## config.mk

```make
export PLATFORM = sky130hd
export DESIGN_NAME = uart_cmd_rx
export DESIGN_NICKNAME = d
export VERILOG_FILES = /design/src/rtl/uart_pkg.sv /design/src/rtl/uart_rx.sv /design/src/rtl/uart_cmd_rx.sv
export SDC_FILE = /design/constraint.sdc
export NUM_CORES = 1
export LEC_CHECK = 0
export ABC_CLOCK_PERIOD_IN_PS = 3110
export CORE_UTILIZATION = 50
export DETAILED_ROUTE_END_ITERATION = 6
export GPL_ROUTABILITY_DRIVEN = 0
export PLACE_DENSITY = 0.81
export SETUP_SLACK_MARGIN = 0.5
export SKIP_CTS_REPAIR_TIMING = 1
export SLEW_MARGIN = 15
export SYNTH_ARGS = -nofsm -noshare
export SYNTH_HDL_FRONTEND = slang
export SYNTH_SLANG_ARGS = --single-unit
export TNS_END_PERCENT = 50
```

## constraint.sdc

```tcl
create_clock -name clk -period 3.11 [get_ports clk]
set_clock_uncertainty 0.15 [all_clocks]
set_input_delay 0.4665 -clock clk [delete_from_list [all_inputs] [get_ports clk]]
set_output_delay 0.4665 -clock clk [all_outputs]
set_load 0.05 [all_outputs]
```

## src/rtl/uart_pkg.sv

```systemverilog
// uart_pkg: constants, state encodings and helpers used by the UART receiver
// (uart_rx) and by the debug-command parser (uart_cmd_rx).
package uart_pkg;

    localparam logic [7:0] CMD_PRINT = 8'h70;  // 'p'
    localparam logic [7:0] CMD_STEP  = 8'h73;  // 's'
    localparam logic [7:0] CMD_RST   = 8'h72;  // 'r'
    localparam logic [7:0] CMD_BP    = 8'h62;  // 'b'
    localparam logic [7:0] CMD_CLR   = 8'h63;  // 'c'
    localparam logic [7:0] CR        = 8'h0D;
    localparam logic [7:0] LF        = 8'h0A;
    localparam logic [7:0] SP        = 8'h20;

    typedef enum logic [2:0] {IDLE, START, DATA, STOP, BREAK} rx_state_t;
    typedef enum logic {CMD, HEX} parse_state_t;

    // Clocks per oversample tick, truncated.
    function automatic int calc_div(input int sys_clk_freq, input int baud_rate,
                                    input int oversample);
        return sys_clk_freq / (baud_rate * oversample);
    endfunction

    // {is_hex, value}; accepts 0-9, a-f, A-F.
    function automatic logic [4:0] hex_nibble(input logic [7:0] c);
        logic [4:0] r;
        r = 5'd0;
        if (c >= 8'h30 && c <= 8'h39)
            r = {1'b1, c[3:0]};
        else if ((c >= 8'h61 && c <= 8'h66) || (c >= 8'h41 && c <= 8'h46))
            r = {1'b1, c[3:0] + 4'd9};  // low nibble of 'a'/'A' is 1
        return r;
    endfunction

endpackage

```

## src/rtl/uart_rx.sv

```systemverilog
// uart_rx: 8N1 UART receiver with 2-flop input synchroniser and oversampled
// baud tick. Reusable by any byte consumer.
//   clk, rst      clock, synchronous active-high reset
//   rx            asynchronous serial input, idle high
//   rx_byte       last correctly framed byte (valid while rx_valid is high)
//   rx_valid      one-cycle pulse when rx_byte updates
//   frame_err     one-cycle pulse when the stop bit is sampled low
//
// state | meaning
// IDLE  | line idle, waiting for a falling edge
// START | confirming start bit at its midpoint
// DATA  | sampling 8 data bits, LSB first, one per bit-time
// STOP  | sampling stop bit
// BREAK | stop bit was low, waiting for the line to return high
module uart_rx
    import uart_pkg::*;
#(
    parameter int baud_rate    = 9600,
    parameter int sys_clk_freq = 100_000_000,
    parameter int oversample   = 16
) (
    input  logic       clk,
    input  logic       rst,
    input  logic       rx,
    output logic [7:0] rx_byte,
    output logic       rx_valid,
    output logic       frame_err
);

    localparam int DIV  = calc_div(sys_clk_freq, baud_rate, oversample);
    localparam int CW   = (DIV > 1) ? $clog2(DIV) : 1;
    localparam int TW   = (oversample > 1) ? $clog2(oversample) : 1;
    localparam logic [TW-1:0] T_HALF = TW'(oversample / 2 - 1);
    localparam logic [TW-1:0] T_FULL = TW'(oversample - 1);

    logic          rx_meta, rxs;
    logic [CW-1:0] baud_cnt;
    logic          tick, clr_baud;

    rx_state_t     state, state_nx;
    logic [TW-1:0] tcnt, tcnt_nx;
    logic [2:0]    bitn, bitn_nx;
    logic [7:0]    shift, shift_nx, byte_nx;
    logic          valid_nx, ferr_nx;

    always_ff @(posedge clk) begin
        if (rst) begin
            rx_meta <= 1'b1;
            rxs     <= 1'b1;
        end else begin
            rx_meta <= rx;
            rxs     <= rx_meta;
        end
    end

    // Re-phased on the start edge so the midpoint samples land mid-bit.
    assign tick = (baud_cnt == CW'(DIV - 1));

    always_ff @(posedge clk) begin
        if (rst || clr_baud || tick)
            baud_cnt <= '0;
        else
            baud_cnt <= baud_cnt + 1'b1;
    end

    always_ff @(posedge clk) begin
        if (rst) begin
            state     <= IDLE;
            tcnt      <= '0;
            bitn      <= '0;
            shift     <= '0;
            rx_byte   <= '0;
            rx_valid  <= 1'b0;
            frame_err <= 1'b0;
        end else begin
            state     <= state_nx;
            tcnt      <= tcnt_nx;
            bitn      <= bitn_nx;
            shift     <= shift_nx;
            rx_byte   <= byte_nx;
            rx_valid  <= valid_nx;
            frame_err <= ferr_nx;
        end
    end

    always_comb begin
        state_nx = state;
        tcnt_nx  = tcnt;
        bitn_nx  = bitn;
        shift_nx = shift;
        byte_nx  = rx_byte;
        valid_nx = 1'b0;
        ferr_nx  = 1'b0;
        clr_baud = 1'b0;
        case (state)
            IDLE: begin
                if (!rxs) begin
                    state_nx = START;
                    tcnt_nx  = '0;
                    clr_baud = 1'b1;
                end
            end
            START: begin
                if (tick) begin
                    if (tcnt == T_HALF) begin
                        if (!rxs) begin
                            state_nx = DATA;
                            tcnt_nx  = '0;
                            bitn_nx  = '0;
                        end else begin
                            state_nx = IDLE;
                        end
                    end else begin
                        tcnt_nx = tcnt + 1'b1;
                    end
                end
            end
            DATA: begin
                if (tick) begin
                    if (tcnt == T_FULL) begin
                        tcnt_nx  = '0;
                        shift_nx = {rxs, shift[7:1]};
                        bitn_nx  = bitn + 1'b1;
                        if (bitn == 3'd7)
                            state_nx = STOP;
                    end else begin
                        tcnt_nx = tcnt + 1'b1;
                    end
                end
            end
            STOP: begin
                if (tick) begin
                    if (tcnt == T_FULL) begin
                        if (rxs) begin
                            byte_nx  = shift;
                            valid_nx = 1'b1;
                            state_nx = IDLE;
                        end else begin
                            ferr_nx  = 1'b1;
                            state_nx = BREAK;
                        end
                    end else begin
                        tcnt_nx = tcnt + 1'b1;
                    end
                end
            end
            BREAK: begin
                if (rxs)
                    state_nx = IDLE;
            end
            default: state_nx = IDLE;
        endcase
    end

endmodule

```

## src/rtl/uart_cmd_rx.sv

```systemverilog
// uart_cmd_rx: debug command receiver. Turns single-character host commands
// into one-cycle pulses and parses "b<hex>" lines into a breakpoint address.
//   clk, rst                  clock, synchronous active-high reset
//   rx                        serial input, idle high
//   rx_byte/rx_valid          received byte and its one-cycle strobe
//   frame_err                 one-cycle pulse on a low stop bit
//   print_start/step/cpu_rst  one-cycle command pulses ('p', 's', 'r')
//   bp_addr/bp_valid          breakpoint address and armed flag
//   cmd_err                   one-cycle pulse on a malformed command
//
// state | meaning
// CMD   | expecting a single-character command
// HEX   | collecting up to 8 hex digits of a breakpoint address
module uart_cmd_rx
    import uart_pkg::*;
#(
    parameter int baud_rate    = 9600,
    parameter int sys_clk_freq = 100_000_000,
    parameter int oversample   = 16
) (
    input  logic        clk,
    input  logic        rst,
    input  logic        rx,
    output logic [7:0]  rx_byte,
    output logic        rx_valid,
    output logic        frame_err,
    output logic        print_start,
    output logic        step,
    output logic        cpu_rst,
    output logic [31:0] bp_addr,
    output logic        bp_valid,
    output logic        cmd_err
);

    uart_rx #(
        .baud_rate   (baud_rate),
        .sys_clk_freq(sys_clk_freq),
        .oversample  (oversample)
    ) u_rx (
        .clk      (clk),
        .rst      (rst),
        .rx       (rx),
        .rx_byte  (rx_byte),
        .rx_valid (rx_valid),
        .frame_err(frame_err)
    );

    parse_state_t pstate, pstate_nx;
    logic [31:0]  acc, acc_nx, bp_addr_nx;
    logic [3:0]   ndig, ndig_nx;
    logic         bp_valid_nx, print_nx, step_nx, cpu_rst_nx, cmd_err_nx;
    logic [4:0]   nib;

    assign nib = hex_nibble(rx_byte);

    always_ff @(posedge clk) begin
        if (rst) begin
            pstate      <= CMD;
            acc         <= '0;
            ndig        <= '0;
            bp_addr     <= '0;
            bp_valid    <= 1'b0;
            print_start <= 1'b0;
            step        <= 1'b0;
            cpu_rst     <= 1'b0;
            cmd_err     <= 1'b0;
        end else begin
            pstate      <= pstate_nx;
            acc         <= acc_nx;
            ndig        <= ndig_nx;
            bp_addr     <= bp_addr_nx;
            bp_valid    <= bp_valid_nx;
            print_start <= print_nx;
            step        <= step_nx;
            cpu_rst     <= cpu_rst_nx;
            cmd_err     <= cmd_err_nx;
        end
    end

    always_comb begin
        pstate_nx   = pstate;
        acc_nx      = acc;
        ndig_nx     = ndig;
        bp_addr_nx  = bp_addr;
        bp_valid_nx = bp_valid;
        print_nx    = 1'b0;
        step_nx     = 1'b0;
        cpu_rst_nx  = 1'b0;
        cmd_err_nx  = 1'b0;
        if (rx_valid) begin
            case (pstate)
                CMD: begin
                    case (rx_byte)
                        CMD_PRINT: print_nx    = 1'b1;
                        CMD_STEP:  step_nx     = 1'b1;
                        CMD_RST:   cpu_rst_nx  = 1'b1;
                        CMD_CLR:   bp_valid_nx = 1'b0;
                        CMD_BP: begin
                            pstate_nx = HEX;
                            acc_nx    = '0;
                            ndig_nx   = '0;
                        end
                        CR, LF, SP: begin
                        end
                        default:   cmd_err_nx  = 1'b1;
                    endcase
                end
                HEX: begin
                    if (nib[4]) begin
                        if (ndig == 4'd8) begin
                            cmd_err_nx = 1'b1;
                            pstate_nx  = CMD;
                        end else begin
                            acc_nx  = {acc[27:0], nib[3:0]};
                            ndig_nx = ndig + 1'b1;
                        end
                    end else if (rx_byte == CR || rx_byte == LF) begin
                        // acc starts at zero, so short addresses are zero-extended
                        if (ndig != 4'd0) begin
                            bp_addr_nx  = acc;
                            bp_valid_nx = 1'b1;
                        end else begin
                            cmd_err_nx = 1'b1;
                        end
                        pstate_nx = CMD;
                    end else begin
                        cmd_err_nx = 1'b1;
                        pstate_nx  = CMD;
                    end
                end
                default: pstate_nx = CMD;
            endcase
        end
    end

endmodule
```

==> impl_results.md <==
* CP arrival at 1.93 ns
* Comb pwr share at 1.5%
* GR Util All Layers at 21.6%
* Ant. Diodes at 0
* Grt ovf at 0
* Min-Delay Endpoint: u_rx.rxs$_SDFF_PP1_
* Post-synth top flop: dfxtp_1
* DRT iter0 DRCs at 192
* Height of the die at 99.4 µm
* Mapped Avg Cell Area at 9.65 µm²
* Slowest CP cell: clkdlybuf4s50_1
* CP top delay family: buffers and inverters
* R2r setup slk at 0.71 ns
* Die Area at 9890 µm²
* CP Cell Sequence: clkdlybuf4s50_1
* Synth Warn # at 0
* Num Clock Sinks at 114
* Sequential power share at 42.7%
* Clock Path Buffers at 2
* Synth Area in XOR/XNOR at 2.03%
* Setup Viol. Count Final at 0
* Outcome: complete, no violations
* Synth Area in Simple Gates at 20.3%
* RSZ-0062 raised after global routing: false
* WP buf/inv at 1
* Max FO, Critical Path at 7
* Layout cells sized above 1 at 10.3%
* Post-DR wirelength/cell at 15.4 µm
* Top-area cell type share of the netlist area at 48.1%
* WS Path Type: register to output port
* Num CTS Buffers at 17
* CP startpoint kind: register
* Max incr delay on CP at 0.88 ns
* Port buffer count at 49
* Clock Tree Root: clkbuf_8
* Post-DP HPWL at 6620 µm
* Cell count after synthesis at 492
* Top-count cell post-synth: dfxtp_1
* Post-place setup slack at 0.627 ns
* Drt total wl at 10200 µm
* Initial antenna violation count at 0
* Max Slew Vio Count at 0
* Dominant cell type by area after synthesis: dfxtp_1
* Final WS setup at 0.566 ns
* Slew headroom at 47.2%
* Drt pass-1 iters at 4
* Die width at 99.4 µm
* Post-synthesis register bit count at 114
* PwrDens at 583 nW/µm²
* Synth Area in Compound Gates at 11.8%
* R2R cell count at 8
* Final hold violations at 0
* Switching Fraction at 21.0%
* Reg2reg end: bp_addr[26]$_SDFFE_PP0P_
* Net Sw Power at 0.000726 W
* Via count at 3710
* Vias in the first global route at 3590
* Rows at 35
* Asr flop ratio synth at 0%
* Hold Path Class: register to register
* TritonCTS clock tree: yes
* Min-delay src: u_rx.rx_meta$_SDFF_PP1_
* Global-route wire length before repair at 16700 µm
* Core area at 9200 µm²
* Adder-Cell Fraction of Synth Area at 2.90%
* Final min period at 2.54 ns
* Worst-path clk slew at 0.06 ns
* Drc violations at 0
* Worst endpoint required time at 2.49 ns
* Cell variety after synth at 61
* Vias/cell at 5.60
* Synthesis-to-finish area growth at 24.9%
* Int Power at 0.00273 W
* Final ANT Viol Nets at 0
* Post-synthesis sequential area ratio at 48.1%
* Post-synth top cells: 114 x dfxtp_1, 72 x nor2_1, 49 x mux2i_1, 33 x nand2b_1, 24 x o22ai_1
* Achievable Freq at 393 MHz
* Worst hold path cell count at 1
* Crit path capture type: output port
* Worst VDD drop at 0.319 mV
* Fin crit share at 81.8%
* Largest net degree at the start of global routing at 71
* Mapped Nets at 506
* Slew @ Worst Pin at 0.792 ns
* Initial Util at 51.6%
* Nets at 553
* Hold_ws at 0.267 ns
* Worst R2R Start: u_rx.rx_byte[0]$_SDFFE_PP0P_
* Final setup TNS at 0 ns
* Top cells by area, synth: dfxtp_1 48%, mux2i_1 10%, nor2_1 5.7%
* H-tree Lvls at 4
* Post-synthesis mux area share at 10.6%
* # IOs at 50
* Post-synth EDFFs at 0
* Cell leakage power at 2.47 nW
* Max cap viols at 0
* Area of the mapped netlist at 4750 µm²
* Main combinational cell family by area after synthesis: simple AND/OR/NAND/NOR gates
* Clock power frac at 55.8%
* Clk Latency, worst-skew pair at 0.51 ns
[metal layers]
layer / vias up / global-route usage, % / wire (µm)
li1: 1844 / - / -
met1: 1776 / 27.1 / 4690
met2: 76 / 35.7 / 5010
met3: 14 / 5.62 / 398
met4: 0 / 7.92 / 140
met5: - / 0 / 0
[worst max path at each step]
stage                                       from                        to  slack (ns)  cells past startpoint
floorplan           u_rx.rx_byte[2]$_SDFFE_PP0P_   bp_addr[0]$_SDFFE_PP0P_        0.60                      7
global placement    u_rx.rx_byte[0]$_SDFFE_PP0P_  bp_addr[30]$_SDFFE_PP0P_        0.72                      8
detailed placement  u_rx.rx_byte[0]$_SDFFE_PP0P_  bp_addr[26]$_SDFFE_PP0P_        0.63                      8
CTS                 u_rx.rx_byte[3]$_SDFFE_PP0P_                rx_byte[3]        0.58                      1
global route            u_rx.rx_valid$_SDFF_PP0_                  rx_valid        0.51                      1
finish                  u_rx.rx_valid$_SDFF_PP0_                  rx_valid        0.57                      1
[cells by family after synthesis]
family          after synthesis
xor+xnor                     11
simple gates                181
buf+inv                      42
flops                       114
fa+ha+maj                    11
compound gates               83
mux                          50
[power by group through the flow]
| stage | Sequential (W) | Combinational, W | Clock [W] |
|---|---|---|---|
| floorplan | 0.00150 | 0.0000474 | 0 |
| CTS | 0.00147 | 0.0000521 | 0.00194 |
| finish | 0.00147 | 0.0000520 | 0.00193 |
| global route | 0.00148 | 0.0000580 | 0.00202 |
| detailed placement | 0.00151 | 0.0000517 | 0 |
| global placement | 0.00151 | 0.0000506 | 0 |
[layout by cell type (no fill, tap or decap), types with 4 or more instances in the layout]
| master | instances |
|---|---|
| a21oi_1 | 9 |
| buf_4 | 5 |
| clkbuf_16 | 16 |
| clkdlybuf4s50_1 | 48 |
| clkinvlp_4 | 6 |
| dfxtp_1 | 112 |
| ha_1 | 11 |
| inv_1 | 13 |
| mux2i_1 | 49 |
| nand2_1 | 17 |
| nand2b_1 | 33 |
| nand3_1 | 6 |
| nand3b_1 | 4 |
| nand4_1 | 4 |
| nor2_1 | 72 |
| nor2b_1 | 5 |
| nor3_1 | 6 |
| o21ai_0 | 9 |
| o21ai_1 | 6 |
| o22ai_1 | 24 |
| o32ai_1 | 9 |
| or2_2 | 4 |
| xnor2_1 | 6 |
| xor2_1 | 5 |
[stage by stage]
step,utilization (%),instances,power [W],cell area [µm²]
floorplan,-,492,0.00155,4750
global placement,57.8,630,0.00156,5320
detailed placement,57.8,630,0.00156,5320
CTS,64.3,662,0.00347,5910
global route,64.5,663,0.00355,5930
finish,64.5,663,0.00345,5930
[area by class of cell]
class                           instances  area (µm²)
Multi-Input combinational cell        337        2300
Inverter                               13        48.8
Clock inverter                         12         158
Clock buffer                           20         435
Fill cell                             739        3270
Timing Repair Buffer                   56         563
Tap cell                              111         139
Sequential cell                       114        2280
[registers in the layout (all words and copies together), names as in the netlist, 3 cells and up]
name / flops
u_rx.state: 3
u_rx.tcnt: 4
u_rx.rx_byte: 8
bp_addr: 32
ndig: 4
u_rx.shift: 8
u_rx.bitn: 3
acc: 32
u_rx.baud_cnt: 10
No activity file was read; power rests on OpenSTA's default activity.
